### src/rtl/cordic_pkg.sv
// cordic_pkg: shared constants and FSM encoding for the vectoring CORDIC engine
package cordic_pkg;

    localparam int ZW      = 18;
    localparam int ANGLE_W = 16;
    localparam int ATAN_AW = 5;
    localparam int ATAN_DW = 16;

    localparam logic signed [ZW-1:0] PI_HALF = 18'sh0C910;

    typedef enum logic [1:0] {
        IDLE,
        PRE,
        ITER,
        DONE
    } state_t;

endpackage

### src/rtl/ATAN_ROM.sv
// ATAN_ROM: combinational table of atan(2^-i) in unsigned Q1.15, entries past 15 read as zero
module ATAN_ROM
    import cordic_pkg::*;
#(
    parameter string ATANLUT_FILENAME = "../simdata/atanLUT16.hex"
) (
    input  logic [ATAN_AW-1:0] addr,
    output logic [ATAN_DW-1:0] data
);

    // A ROM built without an initialisation image has blank contents.
    localparam bit LOADED = ATANLUT_FILENAME != "";

    localparam logic [ATAN_DW-1:0] LUT [16] = '{
        16'h6488, 16'h3B59, 16'h1F5B, 16'h0FEB,
        16'h07FD, 16'h0400, 16'h0200, 16'h0100,
        16'h0080, 16'h0040, 16'h0020, 16'h0010,
        16'h0008, 16'h0004, 16'h0002, 16'h0001
    };

    assign data = (LOADED && !addr[ATAN_AW-1]) ? LUT[addr[3:0]] : '0;

endmodule

### src/rtl/cordic_vector_seq.sv
// cordic_vector_seq: iterative vectoring-mode CORDIC, (x, y) -> magnitude and Q3.13 angle
module cordic_vector_seq
    import cordic_pkg::*;
#(
    parameter int    NITER            = 16,
    parameter int    DW               = 16,
    parameter int    GUARD            = 2,
    parameter string ATANLUT_FILENAME = "../simdata/atanLUT16.hex"
) (
    input  logic                      clock,
    input  logic                      reset,
    input  logic                      start,
    input  logic signed [DW-1:0]      xin,
    input  logic signed [DW-1:0]      yin,
    output logic                      busy,
    output logic                      done,
    output logic        [DW+1:0]      modout,
    output logic signed [ANGLE_W-1:0] angle
);

    // Three integer headroom bits cover quadrant negation and the ~1.65 CORDIC gain.
    localparam int W = DW + 3 + GUARD;

    state_t                     state_q, state_d;
    logic        [ATAN_AW-1:0]  cnt_q, cnt_d;
    logic signed [W-1:0]        x_q, x_d, y_q, y_d;
    logic signed [ZW-1:0]       z_q, z_d;
    logic        [DW+1:0]       mod_q, mod_d;
    logic signed [ANGLE_W-1:0]  ang_q, ang_d;
    logic                       done_q, done_d;
    logic        [ATAN_AW-1:0]  rom_addr;
    logic        [ATAN_DW-1:0]  rom_data;
    logic signed [ZW-1:0]       atan_z;
    logic signed [W-1:0]        x_sh, y_sh;

    ATAN_ROM #(
        .ATANLUT_FILENAME(ATANLUT_FILENAME)
    ) u_rom (
        .addr(rom_addr),
        .data(rom_data)
    );

    assign rom_addr = (state_q == ITER) ? cnt_q : '0;
    assign atan_z   = {{(ZW-ATAN_DW){1'b0}}, rom_data};
    assign x_sh     = x_q >>> cnt_q;
    assign y_sh     = y_q >>> cnt_q;

    assign busy   = state_q != IDLE;
    assign done   = done_q;
    assign modout = mod_q;
    assign angle  = ang_q;

    // Next-state logic: operand capture, quadrant fold, micro-rotations, result load.
    always_comb begin
        state_d = state_q;
        cnt_d   = cnt_q;
        x_d     = x_q;
        y_d     = y_q;
        z_d     = z_q;
        mod_d   = mod_q;
        ang_d   = ang_q;
        done_d  = 1'b0;
        case (state_q)
            IDLE: begin
                if (start) begin
                    state_d = PRE;
                    x_d     = {{3{xin[DW-1]}}, xin, {GUARD{1'b0}}};
                    y_d     = {{3{yin[DW-1]}}, yin, {GUARD{1'b0}}};
                    z_d     = '0;
                end
            end
            PRE: begin
                state_d = ITER;
                cnt_d   = '0;
                if (x_q[W-1]) begin
                    x_d = y_q[W-1] ? -y_q : y_q;
                    y_d = y_q[W-1] ? x_q : -x_q;
                    z_d = y_q[W-1] ? -PI_HALF : PI_HALF;
                end
            end
            ITER: begin
                x_d     = y_q[W-1] ? x_q - y_sh : x_q + y_sh;
                y_d     = y_q[W-1] ? y_q + x_sh : y_q - x_sh;
                z_d     = y_q[W-1] ? z_q - atan_z : z_q + atan_z;
                cnt_d   = (cnt_q == ATAN_AW'(NITER-1)) ? '0 : cnt_q + 1'b1;
                state_d = (cnt_q == ATAN_AW'(NITER-1)) ? DONE : ITER;
            end
            DONE: begin
                state_d = IDLE;
                mod_d   = x_q[GUARD+DW+1:GUARD];
                ang_d   = z_q[ZW-1:2];
                done_d  = 1'b1;
            end
            default: state_d = IDLE;
        endcase
    end

    // State and datapath registers, cleared asynchronously on reset.
    always_ff @(posedge clock or negedge reset) begin
        if (!reset) begin
            state_q <= IDLE;
            cnt_q   <= '0;
            x_q     <= '0;
            y_q     <= '0;
            z_q     <= '0;
            mod_q   <= '0;
            ang_q   <= '0;
            done_q  <= 1'b0;
        end else begin
            state_q <= state_d;
            cnt_q   <= cnt_d;
            x_q     <= x_d;
            y_q     <= y_d;
            z_q     <= z_d;
            mod_q   <= mod_d;
            ang_q   <= ang_d;
            done_q  <= done_d;
        end
    end

endmodule

### config.mk
export PLATFORM = sky130hd
export DESIGN_NAME = cordic_vector_seq
export DESIGN_NICKNAME = d
export VERILOG_FILES = /design/src/rtl/cordic_pkg.sv /design/src/rtl/ATAN_ROM.sv /design/src/rtl/cordic_vector_seq.sv
export SDC_FILE = /design/constraint.sdc
export NUM_CORES = 1
export LEC_CHECK = 0
export BUFFER_PORTS_ARGS = -buffer_cell sky130_fd_sc_hd__buf_2
export CORE_ASPECT_RATIO = 1.75
export CORE_UTILIZATION = 58
export DETAILED_ROUTE_END_ITERATION = 10
export PLACE_DENSITY = 0.79
export SYNTH_ARGS = -nofsm -noshare
export SYNTH_HDL_FRONTEND = slang
export SYNTH_SLANG_ARGS = --single-unit
### constraint.sdc
create_clock -name clock -period 5 [get_ports clock]
set_clock_uncertainty 0.05 [all_clocks]
set_input_delay 0.25 -clock clock [delete_from_list [all_inputs] [get_ports clock]]
set_output_delay 0.25 -clock clock [all_outputs]
set_load 0.05 [all_outputs]
==> flow_metrics.py <==
metrics = {
    "status": {
        "status": "complete, but fails checks",
        "violations": "DRC, setup timing",
    },
    "placed_design": {
        "place_area_sq_um": 14270,
        "gp_congestion": 1.062,
        "place_ws_ns": -0.2434,
        "place.port_buffers": 70,
        "place.detailed.hpwl_um": 36610,
    },
    "flow_run": {
        "cap_violations": 0,
    },
    "synth": {
        "syn_inst": 1466,
        "ys_ff_latch": 102,
        "synth_area_sq_um": 12320,
        "async_flop_share": 1.000,
        "synth.avg_cell_area_sq_um": 8.406,
        "yosysWarningCount": 0,
        "ys_seq_area_frac": 0.2071,
        "synth_edf_count": 0,
        "syn-num-nets": 1579,
        "ys_types": 94,
        "synth_ff_type": "dfrtp_1",
    },
    "floorplanning": {
        "io_pins": 71,
        "start_util": 0.5912,
        "die_w_um": 112.2,
        "rows": 70,
        "core_sq_um": 20850,
        "die_h_um": 194.8,
        "die_area_sq_um": 21860,
    },
    "critical_path": {
        "path_delay_family": "compound AO/OA/AOI/OAI gates",
        "cp.arrival_ns": 5.39,
        "crit_path_start_kind": "register",
        "path_buf_inv": 3,
        "worst-endpoint-required_ns": 5.24,
        "crit_chain": "buf_12 > mux4_2 > mux2_4 > a22oi_2 > o21a_1 > ha_4 > o211ai_1 > nor4_4 > buf_4 > a21oi_2 > xor2_2 > ha_2 > nand3_2 > a211o_1 > a31oi_1 > buf_4 > a21oi_2 > a211oi_2 > xor2_1 > a221oi_2 > a211oi_1",
        "max_stage_delay_ns": 0.53,
        "end_kind": "register",
        "critPathMaxFanout": 13,
        "slowest_stage": "mux4_2",
        "crit_type": "register to register",
        "r2r_setup_slack_ns": -0.15,
    },
    "cells_and_area": {
        "drive_above_1_share": 0.3207,
        "area.growth.synth_to_final_pct": 23.04,
        "final_cell_mix": "buf_4, nand2_1, nor2_1, dfrtp_1, a21oi_1",
        "fillers": 1599,
        "final_core_util": 0.7274,
        "nets": 1801,
        "fin_area_sq_um": 15160,
        "mostFrequentLayoutCell": "buf_4",
    },
    "route": {
        "drc": 6,
        "drt_iter0_drc": 1348,
        "dr_total_vias": 13700,
        "ant_nets": 0,
        "wl_um": 50840,
        "wire_per_inst_um": 26.13,
        "post_drt_via_cell_ratio": 7.040,
        "dr.pass1.iters": 9,
    },
    "grt": {
        "grt.total_usage": 0.4602,
        "overflow": 0,
        "grt_max_degree": 88,
        "first_global_vias": 13550,
        "grt_pass1_wl_um": 74880,
        "antenna_found_initial": 3,
    },
    "clock_tree": {
        "clk_latency_ns": 0.39,
        "cts_buffers": 9,
        "cts_tree": "done",
        "root_buffer": "clkbuf_16",
        "cts.reportedPaths.clkPinSlew_ns": 0.10,
        "ctsHtreeMaxLevel": 3,
        "clkSinkCount": 102,
        "clockBufferDepth": 2,
    },
    "sta": {
        "postLayoutSetupSlackWorst_ns": -0.1497,
        "rsz0062_at_grt": "true",
        "period_share": 1.030,
        "max_slew_margin": 0.1318,
        "slew_viol_final": 0,
        "fmax_mhz": 194.2,
        "tightest_slew_ns": 1.290,
        "hold_viol_final": 0,
        "post-route-min-period_ns": 5.150,
        "setup_violations": 5,
    },
    "worst_hold_path": {
        "min_path_type": "input pin to register",
    },
}
synthesized netlist by cell type (all sizes together) (26+ instances only):
library cell	instances	area share
nor3	39	0.018
mux4	47	0.086
a21oi	100	0.041
mux2i	31	0.028
buf	42	0.023
nor2	123	0.037
o31ai	35	0.021
inv	47	0.014
nand2	128	0.039
xor2	49	0.035
nand3	36	0.015
o21ai	90	0.037
a21o	26	0.016
dfrtp	102	0.21
xnor2	59	0.042
mux2	48	0.044
ha	75	0.076
clkbuf	82	0.025
routing by layer:
| metal | vias to the layer above | track usage | part of all wire |
|---|---|---|---|
| met3 | 429 | 0.1254 | 0.10 |
| met4 | 2 | 0.4652 | 0.12 |
| met1 | 6424 | 0.4469 | 0.30 |
| met2 | 950 | 0.7660 | 0.47 |
| met5 | - | 0 | 0.00022 |
| li1 | 5895 | - | - |
cells by family (layout without fill, tap and decap cells):
| logic type | Yosys count | after routing | synth area share |
|---|---|---|---|
| simple gates | 440 | 440 | 0.1728 |
| other cells | 0 | 1 | 0 |
| xor+xnor | 109 | 109 | 0.07859 |
| buf+inv | 173 | 400 | 0.06336 |
| compound gates | 438 | 438 | 0.2398 |
| fa+ha+maj | 78 | 78 | 0.08102 |
| flops | 102 | 102 | 0.2071 |
| mux | 126 | 126 | 0.1573 |
per-stage QoR:
stage                     hold slack, ns  cells  TNS, ns
final                            0.09493   1946  -0.3449
after global routing              0.1178   1945   -2.994
after CTS                        0.09586   1924        0
after detailed placement          0.3649   1900   -1.725
after global placement            0.3577   1900  -0.7630
after floorplan                 -0.09559   1466        0
registers in the layout, summed over array words and instances (netlist names):
name,flops
angle,16
cnt_q,5
done,1
modout,18
state_q,2
x_q,21
y_q,21
z_q,18
path summary, 6_finish.rpt:
kind | startpoint | to | cells after the start
max | cnt_q[0] | y_q[18] | 21
min reg2reg | angle[13] | angle[13] | 1
max reg2reg | cnt_q[0] | y_q[18] | 21
max in group asynchronous | reset | z_q[11] | 3
min | yin[14] | y_q[16] | 3
min in group asynchronous | reset | y_q[19] | 2
worst reg2reg max path: stages, from the launching register on:
cell and delay, ns:
dfrtp_2 0.42, buf_12 0.17, mux4_2 0.54, mux2_4 0.36
a22oi_2 0.28, o21a_1 0.29, ha_4 0.18, o211ai_1 0.12
nor4_4 0.24, buf_4 0.18, a21oi_2 0.07, xor2_2 0.18
ha_2 0.39, nand3_2 0.06, a211o_1 0.31, a31oi_1 0.19
buf_4 0.19, a21oi_2 0.08, a211oi_2 0.24, xor2_1 0.21
a221oi_2 0.09, a211oi_1 0.25
layout make-up:
| type | count | area, sq um | area share |
|---|---|---|---|
| tap | 252 | 315.3 | 0.02080 |
| multi-input combinational | 1191 | 9335 | 0.6157 |
| timing repair buffer | 335 | 2449 | 0.1615 |
| antenna | 1 | 2.502 | 0.0001650 |
| sequential | 102 | 2561 | 0.1689 |
| inverter | 49 | 183.9 | 0.01213 |
| clock buffer | 9 | 225.2 | 0.01485 |
| clock inverter | 7 | 90.09 | 0.005942 |
repair_timing:
action	CTS	global route
endpoints found under the setup margin	15	28
gates cloned	0	1
gates resized for setup	13	76
hold buffers	1	0
pin swaps	2	28
buffers inserted	7	20
endpoints found under the hold margin	57	0
Power is left out: the tool's default activity adds up to more than one toggle a clock period on the data nets, which glitch-free logic cannot reach.
